**src/rtl/processor_sequencer.sv**
```systemverilog
// Multi-cycle control sequencer for the 8-register + ISR processor datapath.
// Accepts instruction/immediate bytes over valid/ack and drives datapath strobes one micro-step per clock.
module processor_sequencer (
  input  logic       clock,
  input  logic       reset,
  input  logic       instr_valid,
  input  logic [7:0] instr,
  output logic       instr_ack,
  output logic       ir_in,
  output logic [7:0] reg_in,
  output logic [3:0] bus_sel,
  output logic       a_in,
  output logic       g_in,
  output logic       alu_sub,
  output logic       isr_shift,
  output logic       busy,
  output logic       done,
  output logic [3:0] currstate
);

  typedef enum logic [3:0] {
    IDLE   = 4'd0,
    DECODE = 4'd1,
    MV     = 4'd2,
    IMM_HI = 4'd3,
    IMM_LO = 4'd4,
    IMM_WR = 4'd5,
    ALU_A  = 4'd6,
    ALU_G  = 4'd7,
    ALU_WR = 4'd8,
    DONE   = 4'd9
  } state_t;

  state_t     state, next_state;
  logic [1:0] opcode;
  logic [2:0] rx, ry;
  logic       take;

  // Reset wins over a pending byte, so no handshake is offered while it is high.
  assign take = instr_valid && !reset;

  always_ff @(posedge clock) begin
    if (reset) begin
      state  <= IDLE;
      opcode <= '0;
      rx     <= '0;
      ry     <= '0;
    end else begin
      state <= next_state;
      if (state == IDLE && instr_valid) begin
        opcode <= instr[7:6];
        rx     <= instr[5:3];
        ry     <= instr[2:0];
      end
    end
  end

  always_comb begin
    next_state = IDLE;
    case (state)
      IDLE:    next_state = instr_valid ? DECODE : IDLE;
      DECODE: begin
        case (opcode)
          2'b00:   next_state = MV;
          2'b01:   next_state = IMM_HI;
          default: next_state = ALU_A;
        endcase
      end
      MV:      next_state = DONE;
      IMM_HI:  next_state = instr_valid ? IMM_LO : IMM_HI;
      IMM_LO:  next_state = instr_valid ? IMM_WR : IMM_LO;
      IMM_WR:  next_state = DONE;
      ALU_A:   next_state = ALU_G;
      ALU_G:   next_state = ALU_WR;
      ALU_WR:  next_state = DONE;
      DONE:    next_state = IDLE;
      default: next_state = IDLE;
    endcase
  end

  always_comb begin
    instr_ack = 1'b0;
    ir_in     = 1'b0;
    reg_in    = '0;
    bus_sel   = '0;
    a_in      = 1'b0;
    g_in      = 1'b0;
    alu_sub   = 1'b0;
    isr_shift = 1'b0;
    done      = 1'b0;
    case (state)
      IDLE: begin
        instr_ack = take;
        ir_in     = take;
      end
      MV: begin
        bus_sel = {1'b0, ry};
        reg_in  = 8'd1 << rx;
      end
      IMM_HI, IMM_LO: begin
        instr_ack = take;
        isr_shift = take;
      end
      IMM_WR: begin
        bus_sel = 4'd9;
        reg_in  = 8'd1 << rx;
      end
      ALU_A: begin
        bus_sel = {1'b0, rx};
        a_in    = 1'b1;
      end
      ALU_G: begin
        bus_sel = {1'b0, ry};
        g_in    = 1'b1;
        alu_sub = opcode[0];
      end
      ALU_WR: begin
        bus_sel = 4'd8;
        reg_in  = 8'd1 << rx;
      end
      DONE:    done = 1'b1;
      default: ;
    endcase
    busy      = (state != IDLE);
    currstate = state;
  end

endmodule

```
**config.mk**
```make
export PLATFORM = sky130hd
export DESIGN_NAME = processor_sequencer
export DESIGN_NICKNAME = d
export VERILOG_FILES = /design/src/rtl/processor_sequencer.sv
export SDC_FILE = /design/constraint.sdc
export NUM_CORES = 1
export LEC_CHECK = 0
export ABC_AREA = 1
export BUFFER_PORTS_ARGS = -buffer_cell sky130_fd_sc_hd__buf_2
export CELL_PAD_IN_SITES_DETAIL_PLACEMENT = 0
export CELL_PAD_IN_SITES_GLOBAL_PLACEMENT = 1
export CORE_MARGIN = 5
export CORE_UTILIZATION = 31
export DETAILED_ROUTE_END_ITERATION = 10
export PLACE_DENSITY = 0.82
export SYNTH_ARGS = -nofsm -noshare
export SYNTH_HDL_FRONTEND = slang
export SYNTH_SLANG_ARGS = --single-unit
```
**constraint.sdc**
```tcl
create_clock -name clock -period 3.5 [get_ports clock]
set_input_delay 0.7 -clock clock [delete_from_list [all_inputs] [get_ports clock]]
set_output_delay 0.7 -clock clock [all_outputs]
set_load 0.02 [all_outputs]
```
==> flow_summary.yaml, run 1 <==
run_status:
  status: "finished clean"
final_layout:
  n_fill_cell: 250
  syn_to_final_growth_pct: 30.9
  diodes: 0
  nets: 168
  regArea_um2: 240
  drive_gt1_share_pct: 33.3
  multi_input_area_um2: 380
clocking:
  cts_made_buffers: 3
  cts_hold_buf: 0
  cts-resized-gates: 0
  cts_setup_buffers: 0
  cts.sinks: 12
  clkTransAtPathRegs_ns: 0.08
  cts_tree: "yes"
  root_buffer: "clkbuf_4"
  htreeDepth: 1
  clk_path_buf_depth: 2
  clk_latency_ns: 0.27
detailed_routing:
  vias: 780
  drt_pass1_iterations: 4
  postRouteAntennaNets: 0
  vias_per_cell: 4.24
  drc: 0
  drt_iter0_markers: 18
  routed_wirelength_um: 1840
  routedWlPerCell_um: 9.99
grt:
  met1_usage_pct: 14.6
  use_met2_pct: 19.2
  antenna_found_initial: 0
  grt-ovfl-total: 0
  gr-usage-met3_pct: 2.18
  gr-max-usage-layer: "met2"
  grt_pass1_vias: 750
  globalRouteTotalUtil_pct: 11.6
  grt_pass1_wl_um: 3150
  grt_start_max_net_pins: 20
placement:
  dp_hpwl_um: 1490
  place_ws_ns: 1.39
  port_buffers: 34
  place_congestion: 0.756
sta:
  drv_slew: 0
  finalSetupViolCount: 0
  hold_viol_final: 0
  worst_pin_slew_ns: 0.311
  period_needed_ns: 2.26
  relSlewSlack_pct: 79.2
  period_share_pct: 64.7
  tns_ns: 0
  fin_ws_ns: 1.24
  max_freq_mhz: 442
  finClkSkew_ns: 0.00171
  rsz0062_at_grt: "false"
synthesis:
  netlist_instances: 119
  syn_nets: 130
  syn_area_um2: 744
  ys_types: 18
  yosysWarnings: 0
  synth-seq-area-share_pct: 32.3
  syn_avg_cell_area_um2: 6.26
  ys_seq_elements: 12
pwr:
  p_leak_nw: 0.625
  power-per-cell-area_nw_per_um2: 729
  peakVddDrop_v: 0.000269
floorplanning:
  io_pins: 35
  dieArea_um2: 3480
  die_x_um: 59.0
  start_util_pct: 33.0
  core-area_um2: 2250
  die_h_um: 59.0
  rows: 17
critical_path:
  critPathKind: "reg2out"
  crit_path_end_kind: "output port"
  path_max_fanout: 6
  crit_chain: "nand2_1, inv_1, nand2_1, nand2_1, nand2_1, o211ai_1, buf_2"
  crit_path_max_incr_delay_ns: 0.51
  cp_data_arrival_time_ns: 1.56
  start_kind: "flip-flop"
  crit_top_cell: "nand2_1"
  crit_required_ns: 2.80
  slowest_stage: "dfxtp_1"
  crit_buf_inv: 2
  path_delay_family: "flip-flops"
worst_hold_path:
  hp-class: "reg2reg"
flow_run:
  drv_cap: 0
==> per-stage QoR <==
stage	cells	util, %	total power, mW	instance area, µm²	hold WS, ns
6_report	184	43.2	0.711	975	0.452
5_1_grt	184	43.2	0.778	975	0.478
4_1_cts	184	43.2	0.722	975	0.455
3_5_place_dp	180	41.6	0.610	938	0.443
3_3_place_gp	180	41.6	0.604	938	0.434
2_1_floorplan	119	-	0.518	744	0.423
==> placed cells by master (no fill, tap or decap), types with 2 or more instances in the layout <==
cell type  Yosys  final
nand3_1        4      4
buf_2          0     34
clkbuf_4       0      3
nor2_2         2      2
nand2_2        2      2
nor2_1        11     11
a21oi_1       10     10
inv_1         25     25
o21ai_0       12     12
nor2_4         3      3
inv_2          5      5
dfxtp_1       12     12
nand2_1       26     26
==> path summary, 6_finish.rpt <==
kind | from | to | slack [ns] | cells past startpoint
max reg2reg | currstate[3] | rx[0] | 2.30 | 4
min reg2reg | ry[1] | ry[1] | 0.45 | 2
min | ry[1] | ry[1] | 0.45 | 2
max | currstate[0] | bus_sel[0] | 1.24 | 7
==> area by class of cell <==
cell class / count / area share [%]
multi-input combinational: 76 / 39.0
sequential: 12 / 24.6
timing repair buffer: 34 / 17.5
tap: 28 / 3.59
clock buffer: 4 / 3.72
inverter: 30 / 11.6
==> sequential cells by signal (all words and copies together) (netlist names) <==
name / cells
currstate: 4
ry: 3
opcode: 2
rx: 3
==> where the power goes <==
part | switching [mW] | internal, mW
clock network | 0.0461 | 0.0631
logic | 0.247 | 0.118
registers | 0.0525 | 0.185
total | 0.345 | 0.366
==> cell usage after synthesis (all sizes together) <==
cell type / number / area share (%)
buf: 1 / 1.5
nor2: 16 / 12
o21ai: 12 / 8.1
nand2: 28 / 15
nor3: 1 / 0.67
inv: 30 / 15
nor4: 1 / 0.84
nand3: 6 / 6.4
dfxtp: 12 / 32
a31oi: 1 / 0.84
o211ai: 1 / 1.0
a21oi: 10 / 6.7
==> layer usage <==
metal	share of wire, %	up-vias	routed length (µm)
met3	5.2	2	95
li1	-	440	-
met2	46	18	851
met1	48	320	877
met4	0.76	0	14
met5	0	-	0
==> cells by family after synthesis <==
group,Yosys count,synth area share [%]
buffers and inverters,31,16.6
flip-flops,12,32.3
AND/OR/NAND/NOR,52,34.5
AO/OA/AOI/OAI,24,16.6
==> worst reg2reg max path: cells and delay by family (launching register included) <==
| kind | cells | cell delay, ns |
|---|---|---|
| AOI/OAI and AO/OA | 2 | 0.26 |
| and+or+nand+nor | 2 | 0.43 |
| DFF | 1 | 0.39 |
(Power assumes the default switching activity.)
==> inputs of run 2 (changes only) <==
--- a/config.mk
+++ b/config.mk
@@ -5,14 +5,14 @@
 export SDC_FILE = /design/constraint.sdc
 export NUM_CORES = 1
 export LEC_CHECK = 0
-export ABC_AREA = 1
+export ABC_AREA = 0
 export BUFFER_PORTS_ARGS = -buffer_cell sky130_fd_sc_hd__buf_2
 export CELL_PAD_IN_SITES_DETAIL_PLACEMENT = 0
 export CELL_PAD_IN_SITES_GLOBAL_PLACEMENT = 1
 export CORE_MARGIN = 5
-export CORE_UTILIZATION = 31
+export CORE_UTILIZATION = 33
 export DETAILED_ROUTE_END_ITERATION = 10
-export PLACE_DENSITY = 0.82
+export PLACE_DENSITY = 0.79
 export SYNTH_ARGS = -nofsm -noshare
 export SYNTH_HDL_FRONTEND = slang
 export SYNTH_SLANG_ARGS = --single-unit
==> constraint.sdc (replaced) <==
create_clock -name clock -period 2.1 [get_ports clock]
set_input_delay 0.42 -clock clock [delete_from_list [all_inputs] [get_ports clock]]
set_output_delay 0.42 -clock clock [all_outputs]
set_load 0.02 [all_outputs]
==> flow_summary.yaml, run 2 <==
critical_path:
  start_kind: "flip-flop"
  crit_buf_inv: 2
  rr_endpoint: "rx[2]"
  crit_chain: "and2b_2, a22oi_2, buf_4, nor4b_2, buf_2"
  r2r_cells: 5
  crit_path_end_kind: "output port"
  slowest_stage: "dfxtp_4"
  path_max_fanout: 11
  crit_path_max_incr_delay_ns: 0.39
  crit_required_ns: 1.68
  regToRegSetupSlack_ns: 0.81
  path_delay_family: "simple AND/OR/NAND/NOR gates"
  cp_data_arrival_time_ns: 1.63
  worstReg2RegStart: "currstate[3]"
  critPathKind: "reg2out"
clocking:
  root_buffer: "clkbuf_4"
  clkTransAtPathRegs_ns: 0.07
  clk_path_buf_depth: 2
  cts_tree: "yes"
  clk_latency_ns: 0.26
  htreeDepth: 1
  cts.sinks: 12
  cts_made_buffers: 3
  cts_hold_buf: 0
synthesis:
  synth-edff-count: 0
  yosys-top-cells-count: "a21oi_1, dfxtp_1, nand3_1"
  ys_seq_elements: 12
  synth_top_cells_by_area: "dfxtp_1, a21oi_1, nand3_1"
  netlist_instances: 115
  synth-seq-area-share_pct: 27.5
  yosysWarnings: 0
  synth_largest_area_cell: "dfxtp_1"
  ys_types: 37
  yosysMostFrequentCell: "a21oi_1"
  syn_area_um2: 872
  ys_async_sr_fraction_pct: 0
  syn_nets: 126
  synth_ff_type: "dfxtp_1"
  synth_top_area_share_pct: 27.5
  syn_avg_cell_area_um2: 7.58
final_layout:
  nets: 161
  n_fill_cell: 283
  largest_reg_flops: 4
  final_cell_mix: "buf_2, a21oi_1, nand3_1, dfxtp_1"
  drive_gt1_share_pct: 39.2
  final_common_cell: "buf_2"
  diodes: 0
  syn_to_final_growth_pct: 32.9
worst_hold_path:
  worstHoldEndpoint: "ry[0]"
  min-delay-start: "instr[0]"
  hp-class: "in2reg"
  worstHoldPathCells: 3
pwr:
  peakVddDrop_v: 0.000381
  power-per-cell-area_nw_per_um2: 745
  power_switching_mw: 0.364
  clockPowerShare_pct: 15.9
  power_frac_comb_pct: 46.9
  switching_share_pct: 42.2
  intPower_mw: 0.498
  power_frac_seq_pct: 37.2
  p_leak_nw: 0.532
sta:
  timing.hold.ws_ns: 0.399
  worst_pin_slew_ns: 0.407
  period_needed_ns: 2.05
  hold_viol_final: 0
  max_freq_mhz: 489
  relSlewSlack_pct: 72.8
  tns_ns: 0
  period_share_pct: 97.4
  finClkSkew_ns: 0.00109
  finalSetupViolCount: 0
  drv_slew: 0
floorplanning:
  rows: 18
  dieArea_um2: 3770
  io_pins: 35
  die_x_um: 61.4
  start_util_pct: 34.9
  die_h_um: 61.4
  core-area_um2: 2500
grt:
  grt-ovfl-total: 0
  grt_start_max_net_pins: 15
  grt_pass1_wl_um: 3930
  globalRouteTotalUtil_pct: 14.1
  grt_pass1_vias: 857
  antenna_found_initial: 0
detailed_routing:
  vias: 937
  routed_wirelength_um: 2490
  routedWlPerCell_um: 14.0
  drt_pass1_iterations: 4
  drt_iter0_markers: 13
  vias_per_cell: 5.26
  drc: 0
  postRouteAntennaNets: 0
placement:
  dp_hpwl_um: 1820
  port_buffers: 34
  place_congestion: 0.840
flow_run:
  drv_cap: 0
run_status:
  status: "finished clean"
-- run 2: cell count changes in the layout (fill, tap and decap cells not counted), sizes merged, moves of 4 or more --
cell | before | now
nand2 | 28 | 5
nor4b | 0 | 4
nand3 | 6 | 10
nor2b | 0 | 4
and3b | 0 | 4
buf | 34 | 41
inv | 30 | 3
nor3b | 0 | 4
nor2 | 16 | 4
-- run 2: area by class of cell --
type,instances,area (µm²),area share (%)
Timing Repair Buffer,41,229,19.8
Sequential cell,12,251,21.7
Clock buffer,3,22.5,1.94
Multi-Input combinational cell,89,604,52.2
Tap cell,30,37.5,3.24
Inverter,3,13.8,1.19
-- run 2: cell families (layout without fill, tap and decap cells) --
group | after synthesis | after routing | synth area share [%]
and+or+nand+nor | 55 | 55 | 40.9
AOI/OAI and AO/OA | 32 | 32 | 21.2
buffers and inverters | 14 | 47 | 8.03
DFF | 12 | 12 | 27.5
xor gates and xnor gates | 1 | 1 | 1.00
muxes | 1 | 1 | 1.29
-- run 2: tightest hold or removal path: stages --
cell and delay [ns]:
buf_2 0.09, nand3_1 0.05, a21oi_1 0.05
-- run 2: routing by layer --
metal | wire length (µm) | track usage, % | share of wire (%)
met1 | 1070 | 17.9 | 43
met2 | 1240 | 23.1 | 50
met3 | 158 | 3.35 | 6.4
met4 | 16 | 5.45 | 0.64
met5 | 0 | 0 | 0
-- run 2: repair_timing --
item | 4_1_cts | 5_1_grt
hold endpoints to repair | 0 | 0
endpoints found under the setup margin | 9 | 8
pin swaps | 0 | 2
setup buffers | 0 | 1
gates resized for setup | 4 | 12
-- run 2: power by group through the flow --
stage	registers (mW)	clock network, mW	logic [mW]
3_3_place_gp	0.314	0	0.375
6_report	0.321	0.137	0.404
2_1_floorplan	0.296	0	0.292
5_1_grt	0.329	0.153	0.441
4_1_cts	0.316	0.144	0.385
3_5_place_dp	0.318	0	0.380
-- run 2: how the worst max path moves through the flow --
stage                 start         to  slack, ns  cells past startpoint
3_3_place_gp   currstate[2]  reg_in[2]       0.31                      4
6_report       currstate[1]  reg_in[4]       0.05                      5
5_1_grt        currstate[3]  reg_in[5]     -0.002                      6
2_1_floorplan  currstate[2]  reg_in[1]      -0.05                      4
3_5_place_dp   currstate[0]  reg_in[4]       0.16                      4
4_1_cts        currstate[3]  reg_in[1]       0.02                      5
-- run 2: stage by stage --
| step | setup WS [ns] | instance area [µm²] | utilization, % | power [mW] | std cells |
|---|---|---|---|---|---|
| after floorplan | -0.0461 | 872 | - | 0.588 | 115 |
| after global placement | 0.306 | 1070 | 42.7 | 0.688 | 174 |
| after detailed placement | 0.155 | 1070 | 42.7 | 0.697 | 174 |
| after CTS | 0.0188 | 1100 | 44.0 | 0.845 | 177 |
| after global routing | -0.00207 | 1160 | 46.3 | 0.923 | 178 |
| final | 0.0541 | 1160 | 46.3 | 0.863 | 178 |
